<file path="src/rtl/xblock_lsu_pkg.sv">
// Shared encodings for the X-block datapath.
//   cu_state_t  : compute-unit state, also used by xblock_rf, PC and scheduler
//   lsu_state_t : load/store unit state as exposed on lsu_state
package xblock_lsu_pkg;

  typedef enum logic [3:0] {
    CU_IDLE      = 4'd0,
    CU_FETCH     = 4'd1,
    CU_DECODE    = 4'd2,
    CU_REQ       = 4'd3,
    CU_WAIT      = 4'd4,
    CU_EXECUTE   = 4'd5,
    CU_WRITEBACK = 4'd6,
    CU_DONE      = 4'd7
  } cu_state_t;

  typedef enum logic [1:0] {
    LSU_IDLE       = 2'd0,
    LSU_REQUESTING = 2'd1,
    LSU_WAITING    = 2'd2,
    LSU_DONE       = 2'd3
  } lsu_state_t;

endpackage

</file>
<file path="src/rtl/xblock_lsu.sv">
// Per-X-block load/store unit. Launches one data-memory read (LDR) or write
// (STR) per instruction when the compute unit is in REQ, runs a valid/ready
// handshake with the memory arbiter and holds the loaded value for the
// register file's writeback.
//
// Ports:
//   clk, reset        clock, asynchronous active-high reset
//   lsu_enable        X-block active; gates new launches only
//   cu_state          compute-unit state (cu_state_t encoding)
//   is_read/is_write  decoded LDR / STR (read wins if both set)
//   rimm_data         address operand (low ADDR_WIDTH bits used)
//   rs2_data          store data
//   mem_read_*        read request channel (valid/addr out, ready/data in)
//   mem_write_*       write request channel (valid/addr/data out, ready in)
//   lsu_state         current LSU state (lsu_state_t encoding)
//   lsu_load_data     last loaded value
// All outputs are registered.
module xblock_lsu
  import xblock_lsu_pkg::*;
#(
  parameter int DATA_WIDTH = 16,
  parameter int ADDR_WIDTH = 8
) (
  input  logic                  clk,
  input  logic                  reset,
  input  logic                  lsu_enable,
  input  logic [3:0]            cu_state,
  input  logic                  is_read,
  input  logic                  is_write,
  input  logic [DATA_WIDTH-1:0] rimm_data,
  input  logic [DATA_WIDTH-1:0] rs2_data,
  output logic                  mem_read_valid,
  output logic [ADDR_WIDTH-1:0] mem_read_addr,
  input  logic                  mem_read_ready,
  input  logic [DATA_WIDTH-1:0] mem_read_data,
  output logic                  mem_write_valid,
  output logic [ADDR_WIDTH-1:0] mem_write_addr,
  output logic [DATA_WIDTH-1:0] mem_write_data,
  input  logic                  mem_write_ready,
  output logic [1:0]            lsu_state,
  output logic [DATA_WIDTH-1:0] lsu_load_data
);

  lsu_state_t            state_q, state_d;
  logic [ADDR_WIDTH-1:0] addr_q, addr_d;
  logic [DATA_WIDTH-1:0] data_q, data_d;
  logic                  op_rd_q, op_rd_d;

  logic                  rvalid_d, wvalid_d;
  logic [ADDR_WIDTH-1:0] raddr_d, waddr_d;
  logic [DATA_WIDTH-1:0] wdata_d, load_d;

  // Address operand is wider than the memory address; upper bits are ignored.
  logic unused_rimm_hi;
  assign unused_rimm_hi = ^rimm_data[DATA_WIDTH-1:ADDR_WIDTH];

  always_ff @(posedge clk or posedge reset) begin
    if (reset) begin
      state_q         <= LSU_IDLE;
      addr_q          <= '0;
      data_q          <= '0;
      op_rd_q         <= 1'b0;
      mem_read_valid  <= 1'b0;
      mem_read_addr   <= '0;
      mem_write_valid <= 1'b0;
      mem_write_addr  <= '0;
      mem_write_data  <= '0;
      lsu_load_data   <= '0;
    end else begin
      state_q         <= state_d;
      addr_q          <= addr_d;
      data_q          <= data_d;
      op_rd_q         <= op_rd_d;
      mem_read_valid  <= rvalid_d;
      mem_read_addr   <= raddr_d;
      mem_write_valid <= wvalid_d;
      mem_write_addr  <= waddr_d;
      mem_write_data  <= wdata_d;
      lsu_load_data   <= load_d;
    end
  end

  always_comb begin
    state_d  = state_q;
    addr_d   = addr_q;
    data_d   = data_q;
    op_rd_d  = op_rd_q;
    rvalid_d = mem_read_valid;
    raddr_d  = mem_read_addr;
    wvalid_d = mem_write_valid;
    waddr_d  = mem_write_addr;
    wdata_d  = mem_write_data;
    load_d   = lsu_load_data;

    case (state_q)
      LSU_IDLE: begin
        if (lsu_enable && (cu_state == CU_REQ) && (is_read || is_write)) begin
          addr_d  = rimm_data[ADDR_WIDTH-1:0];
          data_d  = rs2_data;
          op_rd_d = is_read;  // read wins when both are decoded
          state_d = LSU_REQUESTING;
        end
      end
      LSU_REQUESTING: begin
        if (op_rd_q) begin
          rvalid_d = 1'b1;
          raddr_d  = addr_q;
        end else begin
          wvalid_d = 1'b1;
          waddr_d  = addr_q;
          wdata_d  = data_q;
        end
        state_d = LSU_WAITING;
      end
      LSU_WAITING: begin
        if (mem_read_valid && mem_read_ready) begin
          load_d   = mem_read_data;
          rvalid_d = 1'b0;
          state_d  = LSU_DONE;
        end else if (mem_write_valid && mem_write_ready) begin
          wvalid_d = 1'b0;
          state_d  = LSU_DONE;
        end
      end
      LSU_DONE: begin
        if (cu_state == CU_WRITEBACK) state_d = LSU_IDLE;
      end
      default: state_d = LSU_IDLE;
    endcase
  end

  assign lsu_state = state_q;

endmodule

</file>
<file path="config.mk">
export PLATFORM = sky130hd
export DESIGN_NAME = xblock_lsu
export DESIGN_NICKNAME = d
export VERILOG_FILES = /design/src/rtl/xblock_lsu_pkg.sv /design/src/rtl/xblock_lsu.sv
export SDC_FILE = /design/constraint.sdc
export NUM_CORES = 1
export LEC_CHECK = 0
export CORE_MARGIN = 3
export CORE_UTILIZATION = 45
export CTS_CLUSTER_DIAMETER = 30
export DETAILED_ROUTE_END_ITERATION = 12
export PLACE_DENSITY_LB_ADDON = 0.1
export REMOVE_ABC_BUFFERS = 1
export SETUP_SLACK_MARGIN = 0.4
export SLEW_MARGIN = 20
export SYNTH_ARGS = -nofsm -noshare
export SYNTH_HDL_FRONTEND = slang
export SYNTH_SLANG_ARGS = --single-unit
</file>
<file path="constraint.sdc">
create_clock -name clk -period 2.9 [get_ports clk]
set_input_delay 0.29 -clock clk [delete_from_list [all_inputs] [get_ports clk]]
set_output_delay 0.29 -clock clk [all_outputs]
set_load 0.03 [all_outputs]
</file>
==> qor.yml, run 1 <==
area_growth_pct: 42.25
hold_path_class: "in2async"
cp_slowest_stage_delay_ns: 0.72
final_antenna_net_count: 0
multiInputGateArea_mm2: 0.001107
tightest_slew_ns: 0.6503
ios: 111
clkSlewWorstSetupHoldPaths_ns: 0.08
yosys_most_used_dff: "dfrtp_1"
timing.rr.end: "lsu_load_data[15]"
drtIter0Drc: 38
hold_buffers: 0
critPathTopFamily: "buffers and inverters"
yosysWarnings: 0
async_reset_ff_share_pct: 100.0
drtPass1Iterations: 3
status: "complete, no violations"
worst_slack_ns: 1.136
core-area_mm2: 0.006531
drv_cap: 0
finalMaxSlewViolations: 0
reg2regPathDepth: 4
gp_congestion: 0.6767
drive_above_1_share_pct: 31.33
yosys-top-cells-area: "dfrtp_1, mux2_2, mux2_4"
grt_setup_unrepaired: "no"
cp_max_fo: 5
fin_nets: 360
cp-end-kind: "primary output"
grt_pass1_wl_mm: 9.315
r2r_start: "lsu_state[0]"
maxSlewHeadroom_pct: 56.60
ys_seq_area_share_pct: 61.97
cts_resized: 0
routed_via_density: 4.907
tritoncts: "done"
clk_latency_ns: 0.33
grt_pass1_vias: 1953
final_area_mm2: 0.004423
pre_cts_slack_ns: 0.9529
period_needed_ns: 1.764
skew_ns: 0.01166
syn_inst: 187
fin_tns_setup_ns: 0
rows: 29
drc: 0
ctsHtreeMaxLevel: 3
timing_hold_violations_final: 0
ir_worst_vdd_mv: 0.5106
overflow: 0
cts_sinks: 77
port_buffers: 102
startpoint_type: "flop"
routed_wl_mm: 5.793
vias: 1850
die_h_um: 89.12
synth_commonest_cells: "dfrtp_1, mux2_2, mux2_4, ha_1"
worstPathRequired_ns: 2.61
clk_path_buf_depth: 2
chipWidth_um: 89.12
synth.top_cell.area_share_pct: 61.97
postCtsSetupBuffers: 0
antenna_found_initial: 0
dieArea_mm2: 0.007942
ys_ff_latch: 77
r2r_slack_ns: 1.17
finalPower_mw: 4.657
p_leak_nw: 2.106
place_area_mm2: 0.004195
final_cells: 377
regArea_mm2: 0.001927
antenna_cells: 0
yosysTopAreaCell: "dfrtp_1"
worstPathArrival_ns: 1.47
crit_slowest_cell: "clkdlybuf4s50_1"
start_util_pct: 47.61
place_inst: 362
yosysUniqueCellTypes: 20
cts_buffers: 9
crit_chain: "clkdlybuf4s50_1"
cts_root_buf: "clkbuf_8"
wl_per_cell_um: 15.37
fmax_mhz: 567.0
grt_max_degree: 42
synth_area_mm2: 0.003109
yosysMostFrequentCell: "dfrtp_1"
hpwl_mm: 4.030
setup_viol: 0
fill_cells: 496
crit_buf_inv: 1
grt_usage_pct: 15.59
synth_edf_count: 0
powerDensity_mw_per_mm2: 1053
critPathKind: "reg2out"
fin_crit_sh_pct: 60.82
syn_area_per_cell_um2: 16.63
startpoint: "mem_read_valid"
-- power breakdown --
part	leakage, nW	switching (mW)	internal (mW)
clock	0.116	0.359	0.565
combinational	0.984	1.01	1.03
sequential	1.01	0.219	1.48
-- metal layers --
layer	routed length (um)	share of wire (%)	vias up	track usage, %
met3	419	7.2	8	4.240
met5	0	0	-	0
met2	2709	47	70	24.72
met4	83	1.4	0	6.901
met1	2581	45	898	20.10
li1	-	-	874	-
-- how the worst max path moves through the flow --
stage	endpoint	slack (ns)	cells past startpoint
4_1_cts	mem_read_valid	1.11	1
2_1_floorplan	addr_q[0]	0.64	1
3_3_place_gp	data_q[7]	0.97	5
6_report	mem_read_valid	1.14	1
5_1_grt	lsu_load_data[3]	1.05	4
3_5_place_dp	data_q[7]	0.95	5
-- metrics by stage --
step	hold slack [ns]	util, %
3_5_place_dp	0.4883	64.23
4_1_cts	0.3639	67.72
6_report	0.3519	67.72
3_3_place_gp	0.4847	64.23
2_1_floorplan	0.4385	-
5_1_grt	0.4115	67.72
-- sequential cells by signal, summed over array words and instances, names as in the netlist --
name / count
mem_write_valid: 1
op_rd_q: 1
data_q: 16
lsu_load_data: 16
mem_write_addr: 8
addr_q: 8
mem_write_data: 16
mem_read_valid: 1
lsu_state: 2
mem_read_addr: 8
-- final cells by class --
| type | instances | share of cell area [%] |
|---|---|---|
| clock buffer | 10 | 2.885 |
| sequential | 77 | 43.56 |
| timing repair buffer | 104 | 23.71 |
| inverter | 4 | 0.3678 |
| clock inverter | 5 | 2.263 |
| tap | 77 | 2.178 |
| multi-input combinational | 100 | 25.04 |
-- layout by cell type (no fill, tap or decap) --
cell type	n
inv_1	3
a21oi_1	1
nor2_1	1
o21ai_0	4
mux2_2	54
ha_1	5
clkdlybuf4s50_1	102
mux2_4	20
a22oi_1	2
nor2_2	1
buf_4	1
nand3_1	1
clkinv_2	3
nor2b_1	1
nand4bb_1	2
mux2i_1	1
nand2b_1	1
bufinv_16	3
buf_12	1
clkbuf_1	1
clkbuf_8	9
nand2_1	4
nand3_2	1
nand2_4	1
dfrtp_1	77
-- logic make-up after synthesis --
family / share of synthesized area, %
flip-flops: 61.97
AND/OR/NAND/NOR: 2.777
adder cells (fa/ha/maj): 2.012
AO/OA/AOI/OAI: 1.287
buffers and inverters: 2.414
multiplexers: 29.54
No activity file was read; power rests on OpenSTA's default activity.
==> run 2: changes to the inputs <==
--- a/config.mk
+++ b/config.mk
@@ -6,7 +6,7 @@
 export NUM_CORES = 1
 export LEC_CHECK = 0
 export CORE_MARGIN = 3
-export CORE_UTILIZATION = 45
+export CORE_UTILIZATION = 40
 export CTS_CLUSTER_DIAMETER = 30
 export DETAILED_ROUTE_END_ITERATION = 12
 export PLACE_DENSITY_LB_ADDON = 0.1
==> constraint.sdc (replaced) <==
create_clock -name clk -period 1.5 [get_ports clk]
set_input_delay 0.15 -clock clk [delete_from_list [all_inputs] [get_ports clk]]
set_output_delay 0.15 -clock clk [all_outputs]
set_load 0.03 [all_outputs]
==> run 2 against run 1 <==
Routed wire length increased by 22%. Design area increased by 9.5%. Sequential power increased by 98%.
==> qor.yml, run 2 (same netlist as run 1, synthesis figures left out) <==
swShare_pct: 36.28  # +2.2 points
p_clk_share_pct: 17.9  # -1.9 points
hold_buffers: 0  # unchanged
power_frac_comb_pct: 47.6  # +3.8 points
routed_via_density: 4.663  # -5.0%
maxSlewHeadroom_pct: 75.14  # +19 points
tritoncts: "done"
chipWidth_um: 94.17  # +5.7%
drv_cap: 0  # unchanged
clkSlewWorstSetupHoldPaths_ns: 0.08  # about the same
routed_wl_mm: 7.062  # +22%
finalPower_mw: 9.709  # +110%
multiInputGateArea_mm2: 0.001336  # +21%
r2r_start: "lsu_state[0]"
layout_commonest_cell: "dfrtp_1"
drtPass1Iterations: 3  # unchanged
startpoint_type: "flop"
p_int_mw: 6.187  # +100%
powerDensity_mw_per_mm2: 2005  # +90%
critPathKind: "reg2reg"
antenna_cells: 0  # unchanged
ir_worst_vdd_mv: 0.9557  # +87%
ios: 111  # unchanged
hpwl_mm: 4.667  # +16%
fin_crit_sh_pct: 94.46
clk_path_buf_depth: 2  # unchanged
ctsHtreeMaxLevel: 3  # unchanged
dieArea_mm2: 0.008867  # +12%
grt_pass1_wl_mm: 11.36  # +22%
overflow: 0  # unchanged
final_antenna_net_count: 0  # unchanged
fmax_mhz: 705.8
p_leak_nw: 2.499  # +19%
power_frac_seq_pct: 34.5  # -1.9 points
fin_nets: 390  # +8.3%
startpoint: "lsu_state[0]"
drc: 0  # unchanged
gp_congestion: 0.7307  # +8.0%
clk_latency_ns: 0.33  # about the same
drive_above_1_share_pct: 59.21  # +28 points
fill_cells: 573  # +16%
regArea_mm2: 0.001932  # +0.26%
cts_root_buf: "clkbuf_8"
cp-end-kind: "flop"
skew_ns: 0.006289  # -0.005374 ns
wl_per_cell_um: 16.42  # +6.9%
rows: 31  # +6.9%
area_growth_pct: 55.73
tightest_slew_ns: 0.3725  # -0.2778 ns
cp_max_fo: 3  # -2
grt_setup_unrepaired: "yes"
grt_usage_pct: 16.69  # +1.1 points
layout_common_cells: "dfrtp_1, mux2_4, clkdlybuf4s50_1"
timing.rr.end: "lsu_state[1]"
largest_registers: "data_q (16), lsu_load_data (16), mem_write_data (16)"
worstPathRequired_ns: 1.72  # -0.89 ns
grt_pass1_vias: 2235  # +14%
status: "complete, no violations"
start_util_pct: 41.97  # -5.6 points
hold_path_class: "in2async"
die_h_um: 94.17  # +5.7%
period_needed_ns: 1.417
setup_viol: 0  # unchanged
worstPathArrival_ns: 1.64  # +0.17 ns
antenna_found_initial: 0  # unchanged
core-area_mm2: 0.007408  # +13%
timing_hold_violations_final: 0  # unchanged
cts_buffers: 9  # unchanged
p_sw_mw: 3.522  # +120%
grt_max_degree: 33  # -21%
vias: 2005  # +8.4%
port_buffers: 102  # unchanged
drtIter0Drc: 40  # +5.3%
r2r_slack_ns: 0.08  # -1.09 ns
reg2regPathDepth: 5  # +1
cts_sinks: 77  # unchanged
finalMaxSlewViolations: 0  # unchanged
finalCoreUtilization_pct: 65.36  # -2.4 points
[run 2: changes by cell type in the layout (fill, tap and decap cells not counted), moves of 10 or more]
cell	before	now
clkdlybuf4s50_1	102	50
buf_2	0	44
mux2_2	54	22
mux2_4	20	52
buf_4	1	16
buf_6	0	10
[run 2: through the flow]
step	area [um2]	hold slack [ns]	worst slack [ns]	std cells	TNS [ns]
after global placement	4415	0.4666	-0.1535	403	-3.799
after CTS	4624	0.09987	0.06552	423	0
after floorplan	3049	0.2985	-0.6167	181	-68.60
after global routing	4842	0.1112	0.03542	430	0
after detailed placement	4415	0.4694	-0.1537	403	-3.949
final	4842	0.09968	0.08312	430	0
[run 2: worst max path at each step]
stage | slack, ns | to | cells past startpoint
floorplan | -0.62 | addr_q[0] | 1
global placement | -0.15 | data_q[0] | 6
detailed placement | -0.15 | data_q[5] | 6
CTS | 0.07 | lsu_state[1] | 2
global route | 0.04 | lsu_state[1] | 5
finish | 0.08 | lsu_state[1] | 5
[run 2: final cells by class]
cell class | instances | area share, %
Timing Repair Buffer | 134 | 24.86
Sequential cell | 77 | 39.90
Clock buffer | 11 | 2.920
Multi-Input combinational cell | 100 | 27.60
Clock inverter | 5 | 1.731
Tap cell | 99 | 2.558
Inverter | 4 | 0.4393
[run 2: layer usage]
metal | part of all wire [%] | track usage (%) | up-vias
met3 | 5.4 | 4.006 | 7
met2 | 49 | 27.01 | 53
met1 | 44 | 22.08 | 1006
li1 | - | - | 939
met4 | 1.1 | 5.415 | 0
met5 | 0 | 0 | -
[run 2: timing repair]
item / 4_1_cts / 5_1_grt
pin swaps: 3 / 3
resized for setup: 315 / 39
hold endpoints to repair: 0 / 0
setup buffers: 3 / 4
setup endpoints to repair: 129 / 85
cloned: 1 / 3
[run 2: worst max-delay path: stages, from the launching register on]
cell     delay [ns]
dfrtp_2        0.47
buf_6          0.14
ha_4           0.15
a22oi_2        0.18
o21ai_2        0.10
mux2_2         0.27
[run 2: power groups by stage]
| stage | registers [mW] | clock network, mW | logic [mW] |
|---|---|---|---|
| detailed placement | 3.32 | 0 | 4.25 |
| CTS | 3.33 | 1.79 | 4.29 |
| finish | 3.35 | 1.74 | 4.62 |
| global route | 3.46 | 1.88 | 4.91 |
| floorplan | 4.36 | 0 | 1.35 |
| global placement | 3.30 | 0 | 4.20 |
==> run 3: changes to the inputs <==
==> constraint.sdc (replaced) <==
create_clock -name clk -period 1.2 [get_ports clk]
set_input_delay 0.12 -clock clk [delete_from_list [all_inputs] [get_ports clk]]
set_output_delay 0.12 -clock clk [all_outputs]
set_load 0.03 [all_outputs]
==> run 3 against run 2 <==
The run now ends with negative setup slack left. Sequential cell count unchanged. Combinational power increased by 44%. Critical endpoint is now mem_read_addr[7]. Critical path type unchanged. Critical path depth grew 2.
==> qor.yml, run 3 (same netlist as run 1, synthesis figures left out) <==
drtPass1Iterations: 3  # unchanged
start_util_pct: 41.97  # unchanged
antenna_found_initial: 0  # unchanged
fmax_mhz: 679.6  # -3.7%
rows: 31  # unchanged
overflow: 0  # unchanged
violations: "negative setup slack"
reg2regPathDepth: 7  # +2
routed_wl_mm: 7.097  # +0.50%
final_area_mm2: 0.005181  # +7.0%
regArea_mm2: 0.001928  # -0.19%
drive_above_1_share_pct: 58.75  # -0.46 points
area_growth_pct: 66.64
largest_registers: "data_q (16), lsu_load_data (16), mem_write_data (16)"
ios: 111  # unchanged
cts_sinks: 77  # unchanged
maxSlewHeadroom_pct: 80.33  # +5.2 points
p_sw_mw: 4.636  # +32%
multiInputGateArea_mm2: 0.001315  # -1.6%
final_cells: 436  # +1.4%
worstPathRequired_ns: 1.42  # -0.30 ns
wl_per_cell_um: 16.28  # -0.89%
worst_slack_ns: -0.2714  # -0.3545 ns
place_inst: 403  # unchanged
p_clk_share_pct: 15.5  # -2.4 points
fin_crit_sh_pct: 122.6  # +28 points
swShare_pct: 35.78  # -0.50 points
grt_usage_pct: 16.26  # -0.43 points
gp_congestion: 0.7358  # +0.70%
layout_commonest_cell: "dfrtp_1"
clk_latency_ns: 0.34  # about the same
timing_hold_violations_final: 0  # unchanged
cts_buffers: 9  # unchanged
clkSlewWorstSetupHoldPaths_ns: 0.08  # about the same
period_needed_ns: 1.471  # +0.05448 ns
grt_setup_unrepaired: "yes"
finalCoreUtilization_pct: 69.94  # +4.6 points
cp-end-kind: "flop"
cp_max_fo: 5  # +2
cts_root_buf: "clkbuf_8"
clk_path_buf_depth: 2  # unchanged
fin_nets: 396  # +1.5%
fill_cells: 497  # -13%
vias: 2026  # +1.0%
routed_via_density: 4.647  # -0.34%
grt_pass1_wl_mm: 10.92  # -3.9%
place_area_mm2: 0.004483  # +1.5%
status: "finished with violations"
worstPathArrival_ns: 1.69  # +0.05 ns
die_h_um: 94.17  # unchanged
layout_common_cells: "dfrtp_1, buf_6, mux2_4"
tritoncts: "done"
p_leak_nw: 2.585  # +3.4%
power_frac_comb_pct: 51.4  # +3.8 points
drv_cap: 0  # unchanged
startpoint_type: "flop"
power_frac_seq_pct: 33.1  # -1.4 points
drc: 0  # unchanged
hpwl_mm: 4.661  # -0.14%
tightest_slew_ns: 0.2947  # -0.07779 ns
p_int_mw: 8.320  # +34%
setup_viol: 77  # +77
finalPower_mw: 12.96  # +33%
powerDensity_mw_per_mm2: 2501  # +25%
port_buffers: 102  # unchanged
skew_ns: 0.005578  # -0.0007110 ns
ir_worst_vdd_mv: 1.607  # +68%
antenna_cells: 0  # unchanged
drtIter0Drc: 42  # +5.0%
ctsHtreeMaxLevel: 3  # unchanged
hold_buffers: 0  # unchanged
dieArea_mm2: 0.008867  # unchanged
final_antenna_net_count: 0  # unchanged
critPathKind: "reg2reg"
finalMaxSlewViolations: 0  # unchanged
grt_pass1_vias: 2108  # -5.7%
chipWidth_um: 94.17  # unchanged
hold_path_class: "in2async"
core-area_mm2: 0.007408  # unchanged
grt_max_degree: 35  # +6.1%
[run 3: cell types whose count changed in the layout (fill, tap and decap cells not counted), moves of 4 or more]
| cell | change |
|---|---|
| buf_2 | -44 |
| buf_8 | -4 |
| buf_12 | +7 |
| buf_6 | +45 |
| buf_4 | +4 |
[run 3: cell type report]
| cell class | count | area share [%] |
|---|---|---|
| clock buffers | 9 | 2.391 |
| clock inverters | 7 | 1.570 |
| inverters | 4 | 0.4105 |
| multi-input cells | 100 | 25.38 |
| flip-flops and latches | 77 | 37.21 |
| well taps | 99 | 2.391 |
| repair buffers | 140 | 30.64 |
[run 3: path summary, 6_finish.rpt]
kind / startpoint / to / slack (ns)
setup / recovery: lsu_state[1] / mem_read_addr[7] / -0.27
hold / removal: reset / mem_write_data[3] / 0.13
setup reg to reg: lsu_state[1] / mem_read_addr[7] / -0.27
hold reg to reg: data_q[8] / data_q[8] / 0.52
max in group asynchronous: reset / lsu_state[0] / 0.83
min in group clk: mem_read_data[4] / lsu_load_data[4] / 0.39
[run 3: critical path, cell delays in order (launching register included)]
cell and delay [ns]:
dfrtp_1 0.42, buf_6 0.13, inv_6 0.04, ha_4 0.16, buf_6 0.12, nand2_4 0.05, buf_6 0.13, mux2_4 0.30
[run 3: repair_timing]
| action | 4_1_cts | 5_1_grt |
|---|---|---|
| endpoints found under the setup margin | 129 | 129 |
| pin swaps | 3 | 1 |
| cloned | 1 | 2 |
| hold endpoints to repair | 0 | 0 |
| buffers inserted | 10 | 4 |
| resized for setup | 356 | 19 |
[run 3: per-layer routing]
layer	global-route usage (%)	share of wire [%]
met1	21.48	45
met2	25.24	49
met3	4.167	5.3
met4	7.100	0.89
met5	0	0
[run 3: power groups by stage]
stage / Clock (mW) / Combinational [mW] / Sequential [mW]
6_report: 2.01 / 6.66 / 4.29
4_1_cts: 2.07 / 6.38 / 4.27
5_1_grt: 2.21 / 7.00 / 4.42
2_1_floorplan: 0 / 1.69 / 5.45
3_5_place_dp: 0 / 5.53 / 4.15
3_3_place_gp: 0 / 5.48 / 4.13
[run 3: per-stage QoR]
| step | worst slack [ns] | hold slack, ns | TNS (ns) |
|---|---|---|---|
| final | -0.2714 | 0.1343 | -18.27 |
| after global routing | -0.3083 | 0.1380 | -20.93 |
| after CTS | -0.2252 | 0.1146 | -14.53 |
| after detailed placement | -0.4388 | 0.4929 | -24.82 |
| after global placement | -0.4199 | 0.4871 | -23.95 |
| after floorplan | -0.8867 | 0.2685 | -112.49 |
==> patch: new RTL, settings of run 3 <==
`ADDR_WIDTH`: 8 -> 7.
--- a/src/rtl/xblock_lsu.sv
+++ b/src/rtl/xblock_lsu.sv
@@ -19,7 +19,7 @@
   import xblock_lsu_pkg::*;
 #(
   parameter int DATA_WIDTH = 16,
-  parameter int ADDR_WIDTH = 8
+  parameter int ADDR_WIDTH = 7
 ) (
   input  logic                  clk,
   input  logic                  reset,
Interface: changed (resized mem_read_addr and mem_write_addr); port bits go from 111 to 109. No check against the original RTL was run, so the function may have changed too.
==> patch against run 3 <==
- the run still ends with negative setup slack left
- cell area is 2.1% lower
- power decreased by 2.0%
- worst setup slack improved by 0.069 ns
- via count decreased by 1.2%
- area after synthesis decreased by 4.3%
- sequential cell count fell by 3
- clock power shrank 10%
- global-route usage increased by 1.1 points
- clock skew is 0.0079 ns higher
- routed wire length down 2.2%
- combinational power increased by 1%
- critical path type unchanged
- largest power group unchanged
==> patch: results (changes against run 3) <==
.. list-table::
   :header-rows: 1

   * - Metric
     - Value
   * - Width of the die
     - 92.2 um (-2.0%)
   * - Final setup margin
     - -0.203 ns (+0.0687 ns)
   * - Total setup violations reported at the end of the flow
     - 75 (-2.6%)
   * - Worst-Margin Slew
     - 0.301 ns (+0.00590 ns)
   * - Sequential cell area fraction in the yosys report
     - 62.2% (+0.27 points)
   * - Violations in the final reports
     - negative setup slack
   * - M1 GR Usage
     - 22.1% (+0.64 points)
   * - Top cell types by occurrence after synthesis
     - 74 x sky130_fd_sc_hd__dfrtp_1, 51 x sky130_fd_sc_hd__mux2_2, 20 x sky130_fd_sc_hd__mux2_4, 5 x sky130_fd_sc_hd__ha_1, 5 x sky130_fd_sc_hd__nand2_1
   * - Worst Reg2Reg Path Length in Cells
     - 5 (-2)
   * - Worst supply voltage drop on vdd
     - 0.00115 V (-28%)
   * - Buffer count from post-CTS setup fixing
     - 7 (-3)
   * - Share of cell area taken by multi-input logic gates
     - 25.7% (+0.31 points)
   * - Total power
     - 12.7 mW (-2.0%)
   * - Placer Congestion
     - 0.714 (-2.9%)
   * - Global-route met3 utilization
     - 4.10% (-0.065 points)
   * - Final hold slack
     - 0.140 ns (+0.00607 ns)
   * - Clock-cell share of area
     - 3.62% (-0.34 points)
   * - Fin Setup TNS
     - -12.76 ns (+5.52 ns)
   * - Filler-free cell count of the finished design
     - 432 (-0.92%)
   * - Area share of fa/ha/maj cells after synthesis
     - 2.10% (+0.091 points)
   * - Share of synthesized area spent on multiplexers
     - 29.7% (+0.19 points)
   * - GRT Resource Usage Total
     - 17.4% (+1.1 points)
   * - Non-clock buffer total of the final layout
     - 145 (+3.6%)
   * - Synthesized area divided by synthesized cell count
     - 16.4 sq um (-1.1%)
   * - Cell count after placement
     - 393 (-2.5%)
   * - Worst clock skew
     - 0.0135 ns (+0.00790 ns)
   * - Number of gates resized after CTS
     - 371 (+4.2%)
   * - Count of multi-input combinational gates
     - 98 (-2.0%)
   * - Vias
     - 2001 (-1.2%)
   * - Post-placement setup slack
     - -0.444 ns (-0.00511 ns)
   * - Status
     - finished, violations left
   * - Critical path arrival
     - 1.63 ns (-0.06 ns)
   * - Wire length on met3
     - 431 um (+15%)
   * - Fillcell total
     - 474 (-4.6%)
   * - Flip-flop and latch count
     - 74 (-3.9%)
==> patch: cell types whose count changed after synthesis <==
cell	delta
sky130_fd_sc_hd__buf_12	-2
sky130_fd_sc_hd__buf_6	+2
sky130_fd_sc_hd__dfrtp_1	-3
sky130_fd_sc_hd__inv_1	-1
sky130_fd_sc_hd__mux2_2	-3
sky130_fd_sc_hd__nand2_1	+1
sky130_fd_sc_hd__nand2_2	+1
sky130_fd_sc_hd__nand2_4	-1
sky130_fd_sc_hd__nor2_1	+1
sky130_fd_sc_hd__nor2_2	-1
==> patch: critical path: cells and delay by family (launching register included) <==
| kind | cells | cell delay (ns) |
|---|---|---|
| adders and majority gates | 1 | 0.17 |
| buffers and inverters | 2 | 0.29 |
| DFF | 1 | 0.41 |
| muxes | 1 | 0.34 |
| and+or+nand+nor | 1 | 0.10 |
